## src/rtl/hazard_pkg.sv

```systemverilog
// hazard_pkg: shared FSM state, forwarding select and result-source constants for the hazard controller.
package hazard_pkg;
    typedef enum logic [1:0] {INIT, RUN, MEMWAIT, HALT} state_t;
    localparam logic [1:0] FWD_RF          = 2'b00;
    localparam logic [1:0] FWD_WB          = 2'b01;
    localparam logic [1:0] FWD_MEM         = 2'b10;
    localparam logic [1:0] RESULT_SRC_LOAD = 2'b01;
endpackage

```

## src/rtl/hazard_controller_if.sv

```systemverilog
// hazard_controller_if: pipeline-side register ids/requests in, stall/flush/forward controls out.
interface hazard_controller_if;
    logic [4:0] Rs1D, Rs2D, Rs1E, Rs2E, RdE, RdM, RdW;
    logic [1:0] ResultSrcE;
    logic       RegWriteM, RegWriteW, PCSrcE, DMemReq_M, DMemReady;
    logic       StallF, StallD, FlushD, FlushE, FreezeEMW, MemTimeout;
    logic [1:0] ForwardAE, ForwardBE;
    modport master (
        output Rs1D, Rs2D, Rs1E, Rs2E, RdE, RdM, RdW, ResultSrcE,
        output RegWriteM, RegWriteW, PCSrcE, DMemReq_M, DMemReady,
        input  StallF, StallD, FlushD, FlushE, FreezeEMW, MemTimeout, ForwardAE, ForwardBE
    );
    modport slave (
        input  Rs1D, Rs2D, Rs1E, Rs2E, RdE, RdM, RdW, ResultSrcE,
        input  RegWriteM, RegWriteW, PCSrcE, DMemReq_M, DMemReady,
        output StallF, StallD, FlushD, FlushE, FreezeEMW, MemTimeout, ForwardAE, ForwardBE
    );
endinterface

```

## src/rtl/hazard_controller_forward_unit.sv

```systemverilog
// forward_unit: combinational ALU operand bypass select for one Execute source register (M beats W).
module forward_unit
    import hazard_pkg::*;
(
    input  logic       i_en,
    input  logic [4:0] i_rs,
    input  logic [4:0] i_rd_m,
    input  logic [4:0] i_rd_w,
    input  logic       i_reg_write_m,
    input  logic       i_reg_write_w,
    output logic [1:0] o_fwd
);
    logic w_hit_m, w_hit_w;
    assign w_hit_m = i_reg_write_m && i_rd_m != '0 && i_rd_m == i_rs;
    assign w_hit_w = i_reg_write_w && i_rd_w != '0 && i_rd_w == i_rs;
    assign o_fwd   = !i_en ? FWD_RF : w_hit_m ? FWD_MEM : w_hit_w ? FWD_WB : FWD_RF;
endmodule

```

## src/rtl/hazard_controller.sv

```systemverilog
// hazard_controller: stall/flush/freeze sequencing and forwarding for the 5-stage pipeline.
// Optional performance counters are enabled by defining HAZARD_PERF_CNT_EN.
module hazard_controller
    import hazard_pkg::*;
#(
    parameter int RESET_FLUSH_CYCLES = 2,
    parameter int MEM_TIMEOUT        = 16
)(
    input  logic               clk,
    input  logic               rst,
    hazard_controller_if.slave hz
`ifdef HAZARD_PERF_CNT_EN
    ,
    output logic [31:0]        PerfStallCycles,
    output logic [31:0]        PerfFlushCount,
    output logic [31:0]        PerfMemWaitCycles
`endif
);
    localparam int CNT_W = $clog2(MEM_TIMEOUT + 1);

    state_t           r_state, w_next;
    logic [3:0]       r_init_cnt;
    logic [CNT_W-1:0] r_wait_cnt;
    logic             w_mem_busy, w_lw_stall;

    assign w_mem_busy = hz.DMemReq_M && !hz.DMemReady;
    assign w_lw_stall = hz.ResultSrcE == RESULT_SRC_LOAD && hz.RdE != '0 &&
                        (hz.RdE == hz.Rs1D || hz.RdE == hz.Rs2D);
    assign hz.MemTimeout = r_state == HALT;

    forward_unit u_fwd_a (
        .i_en(r_state != INIT), .i_rs(hz.Rs1E), .i_rd_m(hz.RdM), .i_rd_w(hz.RdW),
        .i_reg_write_m(hz.RegWriteM), .i_reg_write_w(hz.RegWriteW), .o_fwd(hz.ForwardAE)
    );
    forward_unit u_fwd_b (
        .i_en(r_state != INIT), .i_rs(hz.Rs2E), .i_rd_m(hz.RdM), .i_rd_w(hz.RdW),
        .i_reg_write_m(hz.RegWriteM), .i_reg_write_w(hz.RegWriteW), .o_fwd(hz.ForwardBE)
    );

    always_ff @(posedge clk or posedge rst) begin
        if (rst) begin
            r_state    <= INIT;
            r_init_cnt <= 4'(RESET_FLUSH_CYCLES);
            r_wait_cnt <= '0;
        end else begin
            r_state    <= w_next;
            r_init_cnt <= r_state == INIT ? r_init_cnt - 4'd1 : r_init_cnt;
            r_wait_cnt <= (w_next == MEMWAIT || w_next == HALT) ?
                          (r_wait_cnt == CNT_W'(MEM_TIMEOUT) ? r_wait_cnt : r_wait_cnt + 1'b1) : '0;
        end
    end

    // RUN and the MEMWAIT release cycle share one priority chain: busy > branch > load-use.
    always_comb begin
        w_next       = r_state;
        hz.StallF    = 1'b0;
        hz.StallD    = 1'b0;
        hz.FlushD    = 1'b0;
        hz.FlushE    = 1'b0;
        hz.FreezeEMW = 1'b0;
        case (r_state)
            INIT: begin
                hz.FlushD = 1'b1;
                hz.FlushE = 1'b1;
                w_next    = r_init_cnt == 4'd1 ? RUN : INIT;
            end
            RUN, MEMWAIT: begin
                if (w_mem_busy) begin
                    hz.StallF    = 1'b1;
                    hz.StallD    = 1'b1;
                    hz.FreezeEMW = 1'b1;
                    w_next = (r_state == MEMWAIT && r_wait_cnt == CNT_W'(MEM_TIMEOUT)) ? HALT : MEMWAIT;
                end else begin
                    hz.FlushD = hz.PCSrcE;
                    hz.FlushE = hz.PCSrcE || w_lw_stall;
                    hz.StallF = !hz.PCSrcE && w_lw_stall;
                    hz.StallD = !hz.PCSrcE && w_lw_stall;
                    w_next    = RUN;
                end
            end
            default: begin
                hz.StallF    = 1'b1;
                hz.StallD    = 1'b1;
                hz.FreezeEMW = 1'b1;
            end
        endcase
    end

`ifdef HAZARD_PERF_CNT_EN
    logic w_branch_flush;
    assign w_branch_flush = (r_state == RUN || r_state == MEMWAIT) && !w_mem_busy && hz.PCSrcE;

    always_ff @(posedge clk or posedge rst) begin
        if (rst) begin
            PerfStallCycles   <= '0;
            PerfFlushCount    <= '0;
            PerfMemWaitCycles <= '0;
        end else begin
            PerfStallCycles   <= PerfStallCycles + 32'(hz.StallF);
            PerfFlushCount    <= PerfFlushCount + 32'(w_branch_flush);
            PerfMemWaitCycles <= PerfMemWaitCycles + 32'(w_mem_busy);
        end
    end
`endif
endmodule
```

## src/flat_wrapper.sv

```systemverilog
// flat-port wrapper written by rule: the top's interface ports become plain ports
module hazard_controller_flat import hazard_pkg::*;
#(
    parameter int RESET_FLUSH_CYCLES = 2,
    parameter int MEM_TIMEOUT        = 16
)
  (clk, rst, hz_Rs1D, hz_Rs2D, hz_Rs1E, hz_Rs2E, hz_RdE, hz_RdM, hz_RdW, hz_ResultSrcE, hz_RegWriteM, hz_RegWriteW, hz_PCSrcE, hz_DMemReq_M, hz_DMemReady, hz_StallF, hz_StallD, hz_FlushD, hz_FlushE, hz_FreezeEMW, hz_MemTimeout, hz_ForwardAE, hz_ForwardBE);
  hazard_controller_if hz_i ();
  input  logic clk;
  input  logic rst;
  input wire logic [$bits(hz_i.Rs1D)-1:0] hz_Rs1D;
  input wire logic [$bits(hz_i.Rs2D)-1:0] hz_Rs2D;
  input wire logic [$bits(hz_i.Rs1E)-1:0] hz_Rs1E;
  input wire logic [$bits(hz_i.Rs2E)-1:0] hz_Rs2E;
  input wire logic [$bits(hz_i.RdE)-1:0] hz_RdE;
  input wire logic [$bits(hz_i.RdM)-1:0] hz_RdM;
  input wire logic [$bits(hz_i.RdW)-1:0] hz_RdW;
  input wire logic [$bits(hz_i.ResultSrcE)-1:0] hz_ResultSrcE;
  input wire logic [$bits(hz_i.RegWriteM)-1:0] hz_RegWriteM;
  input wire logic [$bits(hz_i.RegWriteW)-1:0] hz_RegWriteW;
  input wire logic [$bits(hz_i.PCSrcE)-1:0] hz_PCSrcE;
  input wire logic [$bits(hz_i.DMemReq_M)-1:0] hz_DMemReq_M;
  input wire logic [$bits(hz_i.DMemReady)-1:0] hz_DMemReady;
  output wire logic [$bits(hz_i.StallF)-1:0] hz_StallF;
  output wire logic [$bits(hz_i.StallD)-1:0] hz_StallD;
  output wire logic [$bits(hz_i.FlushD)-1:0] hz_FlushD;
  output wire logic [$bits(hz_i.FlushE)-1:0] hz_FlushE;
  output wire logic [$bits(hz_i.FreezeEMW)-1:0] hz_FreezeEMW;
  output wire logic [$bits(hz_i.MemTimeout)-1:0] hz_MemTimeout;
  output wire logic [$bits(hz_i.ForwardAE)-1:0] hz_ForwardAE;
  output wire logic [$bits(hz_i.ForwardBE)-1:0] hz_ForwardBE;
  assign hz_i.Rs1D = hz_Rs1D;
  assign hz_i.Rs2D = hz_Rs2D;
  assign hz_i.Rs1E = hz_Rs1E;
  assign hz_i.Rs2E = hz_Rs2E;
  assign hz_i.RdE = hz_RdE;
  assign hz_i.RdM = hz_RdM;
  assign hz_i.RdW = hz_RdW;
  assign hz_i.ResultSrcE = hz_ResultSrcE;
  assign hz_i.RegWriteM = hz_RegWriteM;
  assign hz_i.RegWriteW = hz_RegWriteW;
  assign hz_i.PCSrcE = hz_PCSrcE;
  assign hz_i.DMemReq_M = hz_DMemReq_M;
  assign hz_i.DMemReady = hz_DMemReady;
  assign hz_StallF = hz_i.StallF;
  assign hz_StallD = hz_i.StallD;
  assign hz_FlushD = hz_i.FlushD;
  assign hz_FlushE = hz_i.FlushE;
  assign hz_FreezeEMW = hz_i.FreezeEMW;
  assign hz_MemTimeout = hz_i.MemTimeout;
  assign hz_ForwardAE = hz_i.ForwardAE;
  assign hz_ForwardBE = hz_i.ForwardBE;
  hazard_controller #(.RESET_FLUSH_CYCLES(RESET_FLUSH_CYCLES), .MEM_TIMEOUT(MEM_TIMEOUT)) u_core (.clk(clk), .rst(rst), .hz(hz_i));
endmodule
```

## config.mk

```make
export PLATFORM = sky130hd
export DESIGN_NAME = hazard_controller_flat
export DESIGN_NICKNAME = d
export VERILOG_FILES = /design/src/rtl/hazard_pkg.sv /design/src/rtl/hazard_controller_if.sv /design/src/rtl/hazard_controller_forward_unit.sv /design/src/rtl/hazard_controller.sv /design/src/flat_wrapper.sv
export SDC_FILE = /design/constraint.sdc
export NUM_CORES = 1
export LEC_CHECK = 0
export CORE_MARGIN = 1.5
export CORE_UTILIZATION = 43
export CTS_CLUSTER_SIZE = 25
export DETAILED_ROUTE_END_ITERATION = 12
export PLACE_DENSITY = 0.85
export SYNTH_ARGS = -nofsm -noshare
export SYNTH_HDL_FRONTEND = slang
export SYNTH_SLANG_ARGS = --single-unit
```

## constraint.sdc

```tcl
create_clock -name clk -period 4.5 [get_ports clk]
set_clock_uncertainty 0.15 [all_clocks]
set_input_delay 1.35 -clock clk [delete_from_list [all_inputs] [get_ports clk]]
set_output_delay 1.35 -clock clk [all_outputs]
set_load 0.05 [all_outputs]
```

==> impl_metrics.prom, run 1 <==
# TYPE chip_impl_metric gauge
chip_impl_metric{name="dp_worst_setup_slack",unit="ps"} -102.6
chip_impl_metric{name="synth_seq_area_share",unit="%"} 25.88
chip_impl_info{name="r2r-start",value="u_core.r_wait_cnt[0]"} 1
chip_impl_metric{name="grt_first_pass_wirelength",unit="um"} 5299
chip_impl_info{name="worstHoldEndpoint",value="u_core.r_init_cnt[3]"} 1
chip_impl_metric{name="detail_route.iter0.violations",unit=""} 8
chip_impl_info{name="min_path_type",value="flop to flop"} 1
chip_impl_metric{name="gp_congestion",unit=""} 0.8235
chip_impl_metric{name="synth-adder-area-share",unit="%"} 8.197
chip_impl_metric{name="period_needed",unit="ps"} 4460
chip_impl_info{name="endpoint_class_of_the_critical_path",value="primary output"} 1
chip_impl_metric{name="final_max_slew_viol_count",unit=""} 0
chip_impl_metric{name="flow.area_growth_from_synthesis",unit="%"} 75.53
chip_impl_info{name="setup.worst_path.start_class",value="primary input"} 1
chip_impl_metric{name="wl_per_cell",unit="um"} 15.51
chip_impl_metric{name="top_level_ports",unit=""} 54
chip_impl_metric{name="proportion_of_register_bits_with_asynchronous_set_or_reset_after_synthesis",unit="%"} 100.0
chip_impl_metric{name="dpl.hpwl",unit="um"} 2656
chip_impl_metric{name="power_switching",unit="mW"} 0.3205
chip_impl_metric{name="internal_power",unit="mW"} 0.4055
chip_impl_metric{name="ir_worst_vdd",unit="mV"} 0.4940
chip_impl_metric{name="layout.core_utilization",unit="%"} 82.41
chip_impl_metric{name="cts.path.max_buffers",unit=""} 2
chip_impl_metric{name="n_antenna_cell",unit=""} 0
chip_impl_metric{name="finalSetupViolCount",unit=""} 0
chip_impl_metric{name="firstDrtPassIters",unit=""} 4
chip_impl_metric{name="report.final.hold_viol_count",unit=""} 0
chip_impl_metric{name="cts_num_sinks",unit=""} 11
chip_impl_metric{name="final.period_utilization",unit="%"} 99.12
chip_impl_metric{name="clock_power_share",unit="%"} 9.2
chip_impl_metric{name="min_delay_path_depth",unit=""} 1
chip_impl_metric{name="numCtsBuffers",unit=""} 3
chip_impl_metric{name="synth_top_area_share",unit="%"} 23.42
chip_impl_info{name="hold_path_startpoint",value="u_core.r_init_cnt[3]"} 1
chip_impl_metric{name="synth-warning-count",unit=""} 0
chip_impl_metric{name="drive_gt1_share",unit="%"} 20.21
chip_impl_metric{name="sequentialPowerShare",unit="%"} 21.1
chip_impl_metric{name="worst-endpoint-arrival",unit="ps"} 2960
chip_impl_metric{name="share_of_the_synthesized_area_in_compound_gates_ao_oa_aoi_oai",unit="%"} 7.845
chip_impl_metric{name="sw_frac_of_total",unit="%"} 44.15
chip_impl_info{name="outcome",value="finished, final reports clean"} 1
chip_impl_metric{name="syn-num-nets",unit=""} 173
chip_impl_info{name="synth_largest_area_cell",value="dfrtp_1"} 1
chip_impl_metric{name="antenna_found_initial",unit=""} 0
chip_impl_info{name="cts_tree",value="yes"} 1
chip_impl_metric{name="synth.area.mux_share",unit="%"} 0.9368
chip_impl_metric{name="synth-edff-count",unit=""} 0
chip_impl_metric{name="floorplan.initialDensity",unit="%"} 46.95
chip_impl_metric{name="die_w",unit="um"} 52.85
chip_impl_metric{name="power_per_cell_area",unit="nW/um^2"} 387.1
chip_impl_info{name="clk_root_buffer_cell",value="clkbuf_4"} 1
chip_impl_metric{name="worst-path-max-fanout",unit=""} 2
chip_impl_info{name="ys.flop_type",value="dfrtp_1"} 1
chip_impl_metric{name="max_slew.worst_pin.slew",unit="ps"} 862.0
chip_impl_metric{name="layout_setup_ws",unit="ps"} 39.64
chip_impl_metric{name="yosys.cell_types.count",unit=""} 31
chip_impl_metric{name="cell_count_after_placement",unit=""} 211
chip_impl_metric{name="xor_and_xnor_area_share_after_synthesis",unit="%"} 30.33
chip_impl_metric{name="postSynthAreaPerCell",unit="sq um"} 8.758
chip_impl_metric{name="p_comb_share",unit="%"} 69.7
chip_impl_metric{name="port-buffer-count",unit=""} 53
chip_impl_metric{name="design.die.area",unit="sq um"} 2793
chip_impl_metric{name="reg2reg_slack",unit="ps"} 2390
chip_impl_metric{name="cap_viol_max_count",unit=""} 0
chip_impl_metric{name="synth_simple_gate_area_share",unit="%"} 21.90
chip_impl_metric{name="placement.cell_area",unit="sq um"} 1793
chip_impl_metric{name="grt_start_max_net_pins",unit=""} 12
chip_impl_metric{name="syn_area",unit="sq um"} 1069
chip_impl_metric{name="grt_remaining_overflow",unit=""} 0
chip_impl_metric{name="coreArea",unit="sq um"} 2276
chip_impl_metric{name="detail_route.drc_violations",unit=""} 0
chip_impl_metric{name="r2r.worst_path.cells",unit=""} 6
chip_impl_info{name="synth_top_family_by_area",value="XOR/XNOR gates"} 1
chip_impl_info{name="rsz_0062_raised_after_global_routing",value="no"} 1
chip_impl_metric{name="drt-vias-per-instance",unit=""} 5.148
chip_impl_metric{name="grt_use_total",unit="%"} 26.05
chip_impl_info{name="netlist_top_cells_area",value="dfrtp_1, xor2_1, xnor2_1"} 1
chip_impl_metric{name="finish.cell_count_without_fillers",unit=""} 216
chip_impl_metric{name="finalWirelength",unit="um"} 3351
chip_impl_metric{name="nNetsFinal",unit=""} 240
chip_impl_metric{name="routed_vias",unit=""} 1112
chip_impl_metric{name="fp.dieH",unit="um"} 52.85
chip_impl_metric{name="cts_htree_levels",unit=""} 1
chip_impl_metric{name="leakagePower",unit="nW"} 0.8437
chip_impl_metric{name="via_count_of_the_first_global_routing_pass",unit=""} 1179
chip_impl_metric{name="worst_slew_margin_rel",unit="%"} 41.75
chip_impl_metric{name="synth_cells",unit=""} 122
chip_impl_metric{name="clk_lat_worst_skew",unit="ps"} 270
chip_impl_metric{name="worstPathRequired",unit="ps"} 3000
chip_impl_metric{name="placementRows",unit=""} 17
chip_impl_metric{name="fin_worst_hold_slack",unit="ps"} 321.7
chip_impl_metric{name="layout.cell_area.non_filler",unit="sq um"} 1876
chip_impl_metric{name="ctsHoldBuffers",unit=""} 0
chip_impl_metric{name="clkSlewWorstSetupHoldPaths",unit="ps"} 60
chip_impl_metric{name="timing.fmax",unit="GHz"} 0.2242
chip_impl_info{name="critPathKind",value="primary input to primary output"} 1
chip_impl_metric{name="postRouteAntennaNets",unit=""} 0
chip_impl_info{name="r2r-end",value="u_core.r_state[0]"} 1
chip_impl_metric{name="synth_seq_cells",unit=""} 11
final cells by class:
class,count,area [sq um]
clock buffer,4,26.28
fill,132,400.4
inverter,11,41.29
multi-input combinational,98,825.8
sequential,11,276.5
tap,28,35.03
timing repair buffer,64,670.6
what timing repair did:
action | 4_1_cts | 5_1_grt
pin swaps | 7 | 6
setup buffers | 0 | 1
setup endpoints to repair | 5 | 3
resized for setup | 18 | 12
placed cells by master (no fill, tap or decap), drive strengths merged, types with 2 or more instances in the layout:
cell type / Yosys / final
clkdlybuf4s50: 0 / 26
xor2: 24 / 24
buf: 1 / 20
dlygate4sd2: 0 / 14
xnor2: 13 / 13
inv: 11 / 11
nor2: 10 / 10
dfrtp: 10 / 10
ha: 7 / 7
or4: 5 / 5
nor3: 5 / 5
a21oi: 4 / 4
nand3: 4 / 4
nand2: 4 / 4
dlymetal6s2s: 0 / 4
clkbuf: 1 / 4
nor4: 4 / 4
o21ai: 3 / 3
nor4bb: 2 / 2
o21a: 2 / 2
nor2b: 2 / 2
registers in the layout, summed over array words and instances, names as in the netlist:
name / flops
u_core.r_state: 2
u_core.r_wait_cnt: 5
u_core.r_init_cnt: 4
worst max path at each step:
stage / from / endpoint / slack [ps] / depth (start not counted)
final: hz_Rs1D[4] / hz_FlushE / 40 / 7
after global routing: hz_Rs1D[4] / hz_FlushE / 1 / 7
after floorplan: hz_RdE[2] / hz_FlushE / -440 / 4
after detailed placement: hz_RdM[0] / hz_ForwardBE[0] / -100 / 6
after global placement: hz_RdM[0] / hz_ForwardAE[0] / -70 / 6
after CTS: hz_RegWriteW / hz_ForwardBE[0] / 2 / 6
per-stage QoR:
step | setup TNS (ps) | total power [mW]
global placement | -153.8 | 0.6369
CTS | 0 | 0.7193
global route | 0 | 0.7679
finish | 0 | 0.7261
detailed placement | -346.0 | 0.6519
floorplan | -924.3 | 0.4172
critical path, stage by stage:
cell,delay (ps)
clkdlybuf4s50_1,410
xor2_1,140
nor3_1,250
a22oi_1,170
o41ai_2,340
buf_4,170
buf_12,120
cells in the mapped netlist, types with 2 or more instances:
cell / instances
a21oi_1: 4
dfrtp_1: 10
ha_1: 7
inv_1: 11
nand2_1: 4
nand3_1: 4
nor2_1: 10
nor2b_1: 2
nor3_1: 5
nor4_1: 2
nor4_2: 2
nor4bb_1: 2
o21a_1: 2
or4_1: 5
xnor2_1: 13
xor2_1: 24
cells by family after synthesis:
logic type,after synthesis
AOI/OAI and AO/OA,13
xor gates and xnor gates,37
adders and majority gates,7
buffers and inverters,13
DFF,11
muxes,1
and+or+nand+nor,40
layer usage:
metal | share of wire [%] | up-vias | track usage (%)
met5 | 0 | - | 0
met4 | 0.95 | 0 | 6.410
met3 | 7.1 | 6 | 4.802
met2 | 54 | 44 | 51.04
met1 | 38 | 512 | 28.19
li1 | - | 550 | -
power groups by stage:
stage | logic [mW] | clock network [mW] | registers [mW]
6_report | 0.506 | 0.0668 | 0.153
3_5_place_dp | 0.497 | 0 | 0.155
5_1_grt | 0.540 | 0.0705 | 0.158
3_3_place_gp | 0.485 | 0 | 0.152
2_1_floorplan | 0.268 | 0 | 0.149
4_1_cts | 0.499 | 0.0675 | 0.153
Power figures use the tool's default switching activity.
==> run 2, diff against run 1 <==
--- a/config.mk
+++ b/config.mk
@@ -9,7 +9,9 @@
 export CORE_UTILIZATION = 43
 export CTS_CLUSTER_SIZE = 25
 export DETAILED_ROUTE_END_ITERATION = 12
-export PLACE_DENSITY = 0.85
+export GPL_ROUTABILITY_DRIVEN = 0
+export PLACE_DENSITY_LB_ADDON = 0.25
+export SLEW_MARGIN = 0
 export SYNTH_ARGS = -nofsm -noshare
 export SYNTH_HDL_FRONTEND = slang
 export SYNTH_SLANG_ARGS = --single-unit
==> impl_metrics.prom, run 2 (synthesis results as in run 1) <==
# TYPE chip_impl_metric gauge
chip_impl_info{name="outcome",value="finished with violations"} 1
chip_impl_info{name="violations",value="setup timing"} 1
chip_impl_metric{name="grt_use_total",unit="%"} 25.80
chip_impl_metric{name="max_slew.worst_pin.slew",unit="ps"} 826.8
chip_impl_metric{name="fp.dieH",unit="um"} 52.85
chip_impl_info{name="final_cell_mix",value="clkdlybuf4s50_1, xor2_1, buf_4"} 1
chip_impl_metric{name="leakagePower",unit="nW"} 0.8540
chip_impl_metric{name="placementRows",unit=""} 17
chip_impl_info{name="crit_chain",value="clkdlybuf4s50_1 > xor2_1 > nor3_1 > a22oi_1 > o41ai_2 > buf_4 > buf_12"} 1
chip_impl_metric{name="drt-vias-per-instance",unit=""} 5.142
chip_impl_metric{name="port-buffer-count",unit=""} 53
chip_impl_metric{name="ctsHoldBuffers",unit=""} 0
chip_impl_metric{name="clkSlewWorstSetupHoldPaths",unit="ps"} 60
chip_impl_metric{name="cell_count_after_placement",unit=""} 214
chip_impl_metric{name="design.die.area",unit="sq um"} 2793
chip_impl_metric{name="report.final.hold_viol_count",unit=""} 0
chip_impl_info{name="critical_path.slowest_cell",value="clkdlybuf4s50_1"} 1
chip_impl_metric{name="n_antenna_cell",unit=""} 0
chip_impl_info{name="critPathKind",value="primary input to primary output"} 1
chip_impl_info{name="layout_commonest_cell",value="clkdlybuf4s50_1"} 1
chip_impl_metric{name="largest_reg_flops",unit=""} 5
chip_impl_info{name="rsz_0062_raised_after_global_routing",value="yes"} 1
chip_impl_metric{name="grt_first_pass_wirelength",unit="um"} 5209
chip_impl_metric{name="cts_htree_levels",unit=""} 1
chip_impl_metric{name="wl_per_cell",unit="um"} 14.44
chip_impl_metric{name="finalWirelength",unit="um"} 3163
chip_impl_metric{name="cts.path.max_buffers",unit=""} 2
chip_impl_info{name="cpLargestDelayFamily",value="buffers and inverters"} 1
chip_impl_metric{name="worstPathRequired",unit="ps"} 3000
chip_impl_metric{name="power_per_cell_area",unit="nW/um^2"} 384.8
chip_impl_metric{name="numCtsBuffers",unit=""} 3
chip_impl_metric{name="worst-path-max-fanout",unit=""} 3
chip_impl_metric{name="layout_setup_ws",unit="ps"} -2.062
chip_impl_metric{name="period_needed",unit="ps"} 4502
chip_impl_metric{name="cap_viol_max_count",unit=""} 0
chip_impl_metric{name="timing.fmax",unit="GHz"} 0.2221
chip_impl_metric{name="detail_route.drc_violations",unit=""} 0
chip_impl_info{name="cts_tree",value="yes"} 1
chip_impl_metric{name="top_level_ports",unit=""} 54
chip_impl_metric{name="routed_vias",unit=""} 1126
chip_impl_metric{name="cts_num_sinks",unit=""} 11
chip_impl_metric{name="die_w",unit="um"} 52.85
chip_impl_metric{name="worst_slew_margin_rel",unit="%"} 44.13
chip_impl_metric{name="nNetsFinal",unit=""} 243
chip_impl_metric{name="final.period_utilization",unit="%"} 100.0
chip_impl_metric{name="final_max_slew_viol_count",unit=""} 0
chip_impl_info{name="min_path_type",value="flop to flop"} 1
chip_impl_metric{name="postRouteAntennaNets",unit=""} 0
chip_impl_info{name="endpoint_class_of_the_critical_path",value="primary output"} 1
chip_impl_metric{name="crit_buf_inv",unit=""} 3
chip_impl_metric{name="grt_remaining_overflow",unit=""} 0
chip_impl_metric{name="ir_worst_vdd",unit="mV"} 0.3385
chip_impl_metric{name="finish.cell_count_without_fillers",unit=""} 219
chip_impl_metric{name="via_count_of_the_first_global_routing_pass",unit=""} 1211
chip_impl_info{name="clk_root_buffer_cell",value="clkbuf_4"} 1
chip_impl_metric{name="coreArea",unit="sq um"} 2276
chip_impl_metric{name="flow.area_growth_from_synthesis",unit="%"} 77.28
chip_impl_info{name="regMostFlops",value="u_core.r_wait_cnt"} 1
chip_impl_metric{name="dpl.hpwl",unit="um"} 2547
chip_impl_info{name="biggestRegsByFlops",value="u_core.r_wait_cnt (5), u_core.r_init_cnt (4), u_core.r_state (2)"} 1
chip_impl_metric{name="floorplan.initialDensity",unit="%"} 46.95
chip_impl_info{name="setup.worst_path.start_class",value="primary input"} 1
chip_impl_metric{name="worst-endpoint-arrival",unit="ps"} 3000
chip_impl_metric{name="finalSetupViolCount",unit=""} 1
chip_impl_metric{name="clk_lat_worst_skew",unit="ps"} 280
chip_impl_metric{name="worst_path_largest_cell_delay",unit="ps"} 460
chip_impl_metric{name="drive_gt1_share",unit="%"} 21.47
chip_impl_metric{name="dp_worst_setup_slack",unit="ps"} -123.4
chip_impl_metric{name="antenna_found_initial",unit=""} 0
chip_impl_metric{name="detail_route.iter0.violations",unit=""} 12
chip_impl_metric{name="grt_start_max_net_pins",unit=""} 12
chip_impl_metric{name="firstDrtPassIters",unit=""} 4
## run 2: cell type report
type	instances	area [sq um]
Clock buffer	4	26.28
Tap cell	28	35.03
Fill cell	130	381.6
Timing Repair Buffer	67	699.4
Inverter	11	41.29
Multi-Input combinational cell	98	815.8
Sequential cell	11	276.5
## run 2: where the power goes
part | switching (mW) | leakage (nW) | total (mW) | internal, mW
Sequential | 0.0233 | 0.142 | 0.153 | 0.130
Combinational | 0.261 | 0.697 | 0.507 | 0.246
Clock | 0.0344 | 0.0150 | 0.0689 | 0.0344
## run 2: path summary, 6_finish.rpt
path | cells past startpoint | start | end | slack (ps)
max | 7 | hz_RdE[2] | hz_FlushE | -2
min | 1 | u_core.r_init_cnt[3] | u_core.r_init_cnt[3] | 330
max reg2reg | 6 | u_core.r_wait_cnt[0] | u_core.r_state[0] | 2450
min reg2reg | 1 | u_core.r_init_cnt[3] | u_core.r_init_cnt[3] | 330
max in group asynchronous | 2 | rst | u_core.r_init_cnt[1] | 2670
min in group asynchronous | 2 | rst | u_core.r_init_cnt[0] | 1210
## run 2: through the flow
step	area, sq um	hold WS (ps)	setup TNS, ps	util [%]	power [mW]
after floorplan	1099	292.6	-924.3	-	0.4172
after global placement	1815	306.2	-199.0	79.77	0.6347
after detailed placement	1815	316.7	-256.1	79.77	0.6488
after CTS	1847	326.6	0	81.14	0.7241
after global routing	1894	351.1	-80.73	83.23	0.7737
final	1894	332.1	-2.062	83.23	0.7289
## run 2: timing repair
item,CTS,global route
buffers inserted,0,1
endpoints found under the setup margin,3,5
resized for setup,15,11
pin swaps,5,4
## run 2: worst register-to-register path, cell delays in order (launching register included)
cell      delay, ps
dfrtp_1         400
inv_1           100
ha_1            140
nor4bb_1        710
a21oi_1         160
o21a_1          190
a21oi_1         120
## run 2: routing by layer
layer / wire length [um] / share of wire (%) / track usage [%] / vias up
met5: 0 / 0 / 0 / -
met4: 71 / 2.2 / 9.402 / 0
met3: 153 / 4.8 / 7.345 / 8
met2: 1802 / 57 / 49.17 / 46
met1: 1135 / 36 / 26.23 / 521
li1: - / - / - / 551
==> run 3, diff against run 2 <==
--- a/config.mk
+++ b/config.mk
@@ -6,10 +6,12 @@
 export NUM_CORES = 1
 export LEC_CHECK = 0
 export CORE_MARGIN = 1.5
-export CORE_UTILIZATION = 43
+export CORE_UTILIZATION = 52
 export CTS_CLUSTER_SIZE = 25
 export DETAILED_ROUTE_END_ITERATION = 12
+export DONT_BUFFER_PORTS = 1
 export GPL_ROUTABILITY_DRIVEN = 0
+export GPL_TIMING_DRIVEN = 0
 export PLACE_DENSITY_LB_ADDON = 0.25
 export SLEW_MARGIN = 0
 export SYNTH_ARGS = -nofsm -noshare
==> impl_metrics.prom, run 3 (synthesis results as in run 1) <==
# TYPE chip_impl_metric gauge
chip_impl_info{name="outcome",value="finished, final reports clean"} 1
chip_impl_metric{name="clk_lat_worst_skew",unit="ps"} 270
chip_impl_info{name="cpLargestDelayFamily",value="simple AND/OR/NAND/NOR gates"} 1
chip_impl_metric{name="grt_first_pass_wirelength",unit="um"} 3684
chip_impl_metric{name="postCtsResizedCells",unit=""} 0
chip_impl_metric{name="fillerInstances",unit=""} 183
chip_impl_metric{name="largest_reg_flops",unit=""} 5
chip_impl_metric{name="finish.cell_count_without_fillers",unit=""} 154
chip_impl_metric{name="worst_path_largest_cell_delay",unit="ps"} 720
chip_impl_metric{name="coreArea",unit="sq um"} 1942
chip_impl_info{name="clk_root_buffer_cell",value="clkbuf_4"} 1
chip_impl_metric{name="grt_remaining_overflow",unit=""} 0
chip_impl_info{name="layout_commonest_cell",value="xor2_1"} 1
chip_impl_metric{name="firstDrtPassIters",unit=""} 2
chip_impl_metric{name="routed_vias",unit=""} 850
chip_impl_metric{name="worst-path-max-fanout",unit=""} 2
chip_impl_info{name="rsz_0062_raised_after_global_routing",value="no"} 1
chip_impl_metric{name="report.final.hold_viol_count",unit=""} 0
chip_impl_metric{name="drive_gt1_share",unit="%"} 11.02
chip_impl_metric{name="via_count_of_the_first_global_routing_pass",unit=""} 901
chip_impl_metric{name="design.die.area",unit="sq um"} 2336
chip_impl_metric{name="power_per_cell_area",unit="nW/um^2"} 452.6
chip_impl_info{name="critical_path.slowest_cell",value="nor4_4"} 1
chip_impl_metric{name="worst-endpoint-arrival",unit="ps"} 2890
chip_impl_metric{name="port-buffer-count",unit=""} 0
chip_impl_info{name="endpoint_class_of_the_critical_path",value="primary output"} 1
chip_impl_metric{name="timing.critical_path.depth",unit=""} 4
chip_impl_metric{name="clkSlewWorstSetupHoldPaths",unit="ps"} 70
chip_impl_metric{name="detail_route.iter0.violations",unit=""} 9
chip_impl_metric{name="cts.path.max_buffers",unit=""} 2
chip_impl_metric{name="ctsHoldBuffers",unit=""} 0
chip_impl_info{name="critPathKind",value="primary input to primary output"} 1
chip_impl_metric{name="leakagePower",unit="nW"} 0.4800
chip_impl_metric{name="grt_use_total",unit="%"} 20.26
chip_impl_metric{name="fin_worst_hold_slack",unit="ps"} 324.1
chip_impl_metric{name="finalWirelength",unit="um"} 2157
chip_impl_metric{name="timing.fmax",unit="GHz"} 0.2276
chip_impl_metric{name="cell_count_after_placement",unit=""} 150
chip_impl_metric{name="drt-vias-per-instance",unit=""} 5.519
chip_impl_metric{name="layout.core_utilization",unit="%"} 60.70
chip_impl_metric{name="final_max_slew_viol_count",unit=""} 0
chip_impl_metric{name="final.period_utilization",unit="%"} 97.63
chip_impl_metric{name="wl_per_cell",unit="um"} 14.01
chip_impl_info{name="min_path_type",value="flop to flop"} 1
chip_impl_metric{name="r2r.worst_path.cells",unit=""} 6
chip_impl_metric{name="max_slew.worst_pin.slew",unit="ps"} 1221
chip_impl_metric{name="worstPathRequired",unit="ps"} 3000
chip_impl_metric{name="die_w",unit="um"} 48.33
chip_impl_info{name="final_cell_mix",value="xor2_1, xnor2_1, inv_1"} 1
chip_impl_metric{name="floorplan.initialDensity",unit="%"} 55.03
chip_impl_info{name="setup.worst_path.start_class",value="primary input"} 1
chip_impl_metric{name="period_needed",unit="ps"} 4393
chip_impl_metric{name="finalSetupViolCount",unit=""} 0
chip_impl_metric{name="cts_num_sinks",unit=""} 11
chip_impl_metric{name="cts_htree_levels",unit=""} 1
chip_impl_metric{name="crit_buf_inv",unit=""} 0
chip_impl_metric{name="detail_route.drc_violations",unit=""} 0
chip_impl_metric{name="numCtsBuffers",unit=""} 3
chip_impl_metric{name="layout.cell_area.non_filler",unit="sq um"} 1179
chip_impl_metric{name="n_antenna_cell",unit=""} 0
chip_impl_metric{name="nNetsFinal",unit=""} 179
chip_impl_metric{name="top_level_ports",unit=""} 54
chip_impl_metric{name="dpl.hpwl",unit="um"} 1879
chip_impl_metric{name="cap_viol_max_count",unit=""} 0
chip_impl_metric{name="ir_worst_vdd",unit="mV"} 0.3455
chip_impl_info{name="cts_tree",value="yes"} 1
chip_impl_metric{name="fp.dieH",unit="um"} 48.33
chip_impl_metric{name="antenna_found_initial",unit=""} 0
chip_impl_metric{name="placement.cell_area",unit="sq um"} 1152
chip_impl_metric{name="worst_slew_margin_rel",unit="%"} 17.70
chip_impl_metric{name="flow.area_growth_from_synthesis",unit="%"} 10.30
chip_impl_info{name="crit_chain",value="nor2b_1 > o21ai_1 > or4_1 > nor4_4"} 1
chip_impl_info{name="regMostFlops",value="u_core.r_wait_cnt"} 1
chip_impl_metric{name="postRouteAntennaNets",unit=""} 0
chip_impl_metric{name="placementRows",unit=""} 16
chip_impl_metric{name="min_delay_path_depth",unit=""} 1
chip_impl_info{name="biggestRegsByFlops",value="u_core.r_wait_cnt (5), u_core.r_init_cnt (4), u_core.r_state (2)"} 1
chip_impl_metric{name="grt_start_max_net_pins",unit=""} 12
run 3: cell count changes in the layout (fill, tap and decap cells not counted), sizes merged:
cell / change
dlygate4sd2: -11
buf: -21
clkdlybuf4s50: -28
clkbuf: +1
dlymetal6s2s: -5
run 3: timing repair:
item | in CTS | in global routing
setup buffers | 0 | 0
endpoints found under the hold margin | 0 | 0
endpoints found under the setup margin | 0 | 2
run 3: per-layer routing:
metal  routed length, um  track usage, %
met1                 806           21.50
met2                1132           35.19
met3                 194           6.173
met4                  23           12.38
met5                   0               0
run 3: worst reg2reg max path, cell delays in order (launching register included):
cell	delay, ps
dfrtp_1	400
inv_1	90
ha_1	140
nor4bb_1	690
a21oi_1	170
o21a_1	200
a21oi_1	130
run 3: power breakdown:
group	switching, mW	internal, mW	leakage (nW)
combinational	0.211	0.101	0.323
sequential	0.0231	0.130	0.142
clock	0.0340	0.0343	0.0150
run 3: per-stage QoR:
stage                     setup WS (ps)  TNS, ps  total power, mW
after detailed placement          14.96        0           0.4700
after global placement           -566.2    -1272           0.4466
after global routing              55.68        0           0.5702
final                             106.7        0           0.5334
after floorplan                  -442.3   -924.3           0.4172
after CTS                         14.96        0           0.5400
run 3: area by class of cell:
type	count	area [sq um]	share of cell area, %
Buffer	2	11.26	0.9554
Clock buffer	4	26.28	2.229
Inverter	11	41.29	3.503
Multi-Input combinational cell	98	782.0	66.35
Sequential cell	11	276.5	23.46
Tap cell	27	33.78	2.866
Timing Repair Buffer	1	7.507	0.6369
run 3: path summary, 6_finish.rpt:
check,slack [ps],to,start
max,110,hz_ForwardAE[0],hz_RegWriteW
min,320,u_core.r_init_cnt[3],u_core.r_init_cnt[3]
max reg2reg,2450,u_core.r_state[0],u_core.r_wait_cnt[0]
min reg2reg,320,u_core.r_init_cnt[3],u_core.r_init_cnt[3]
max in group asynchronous,3070,u_core.r_init_cnt[1],rst
min in group asynchronous,810,u_core.r_init_cnt[3],rst
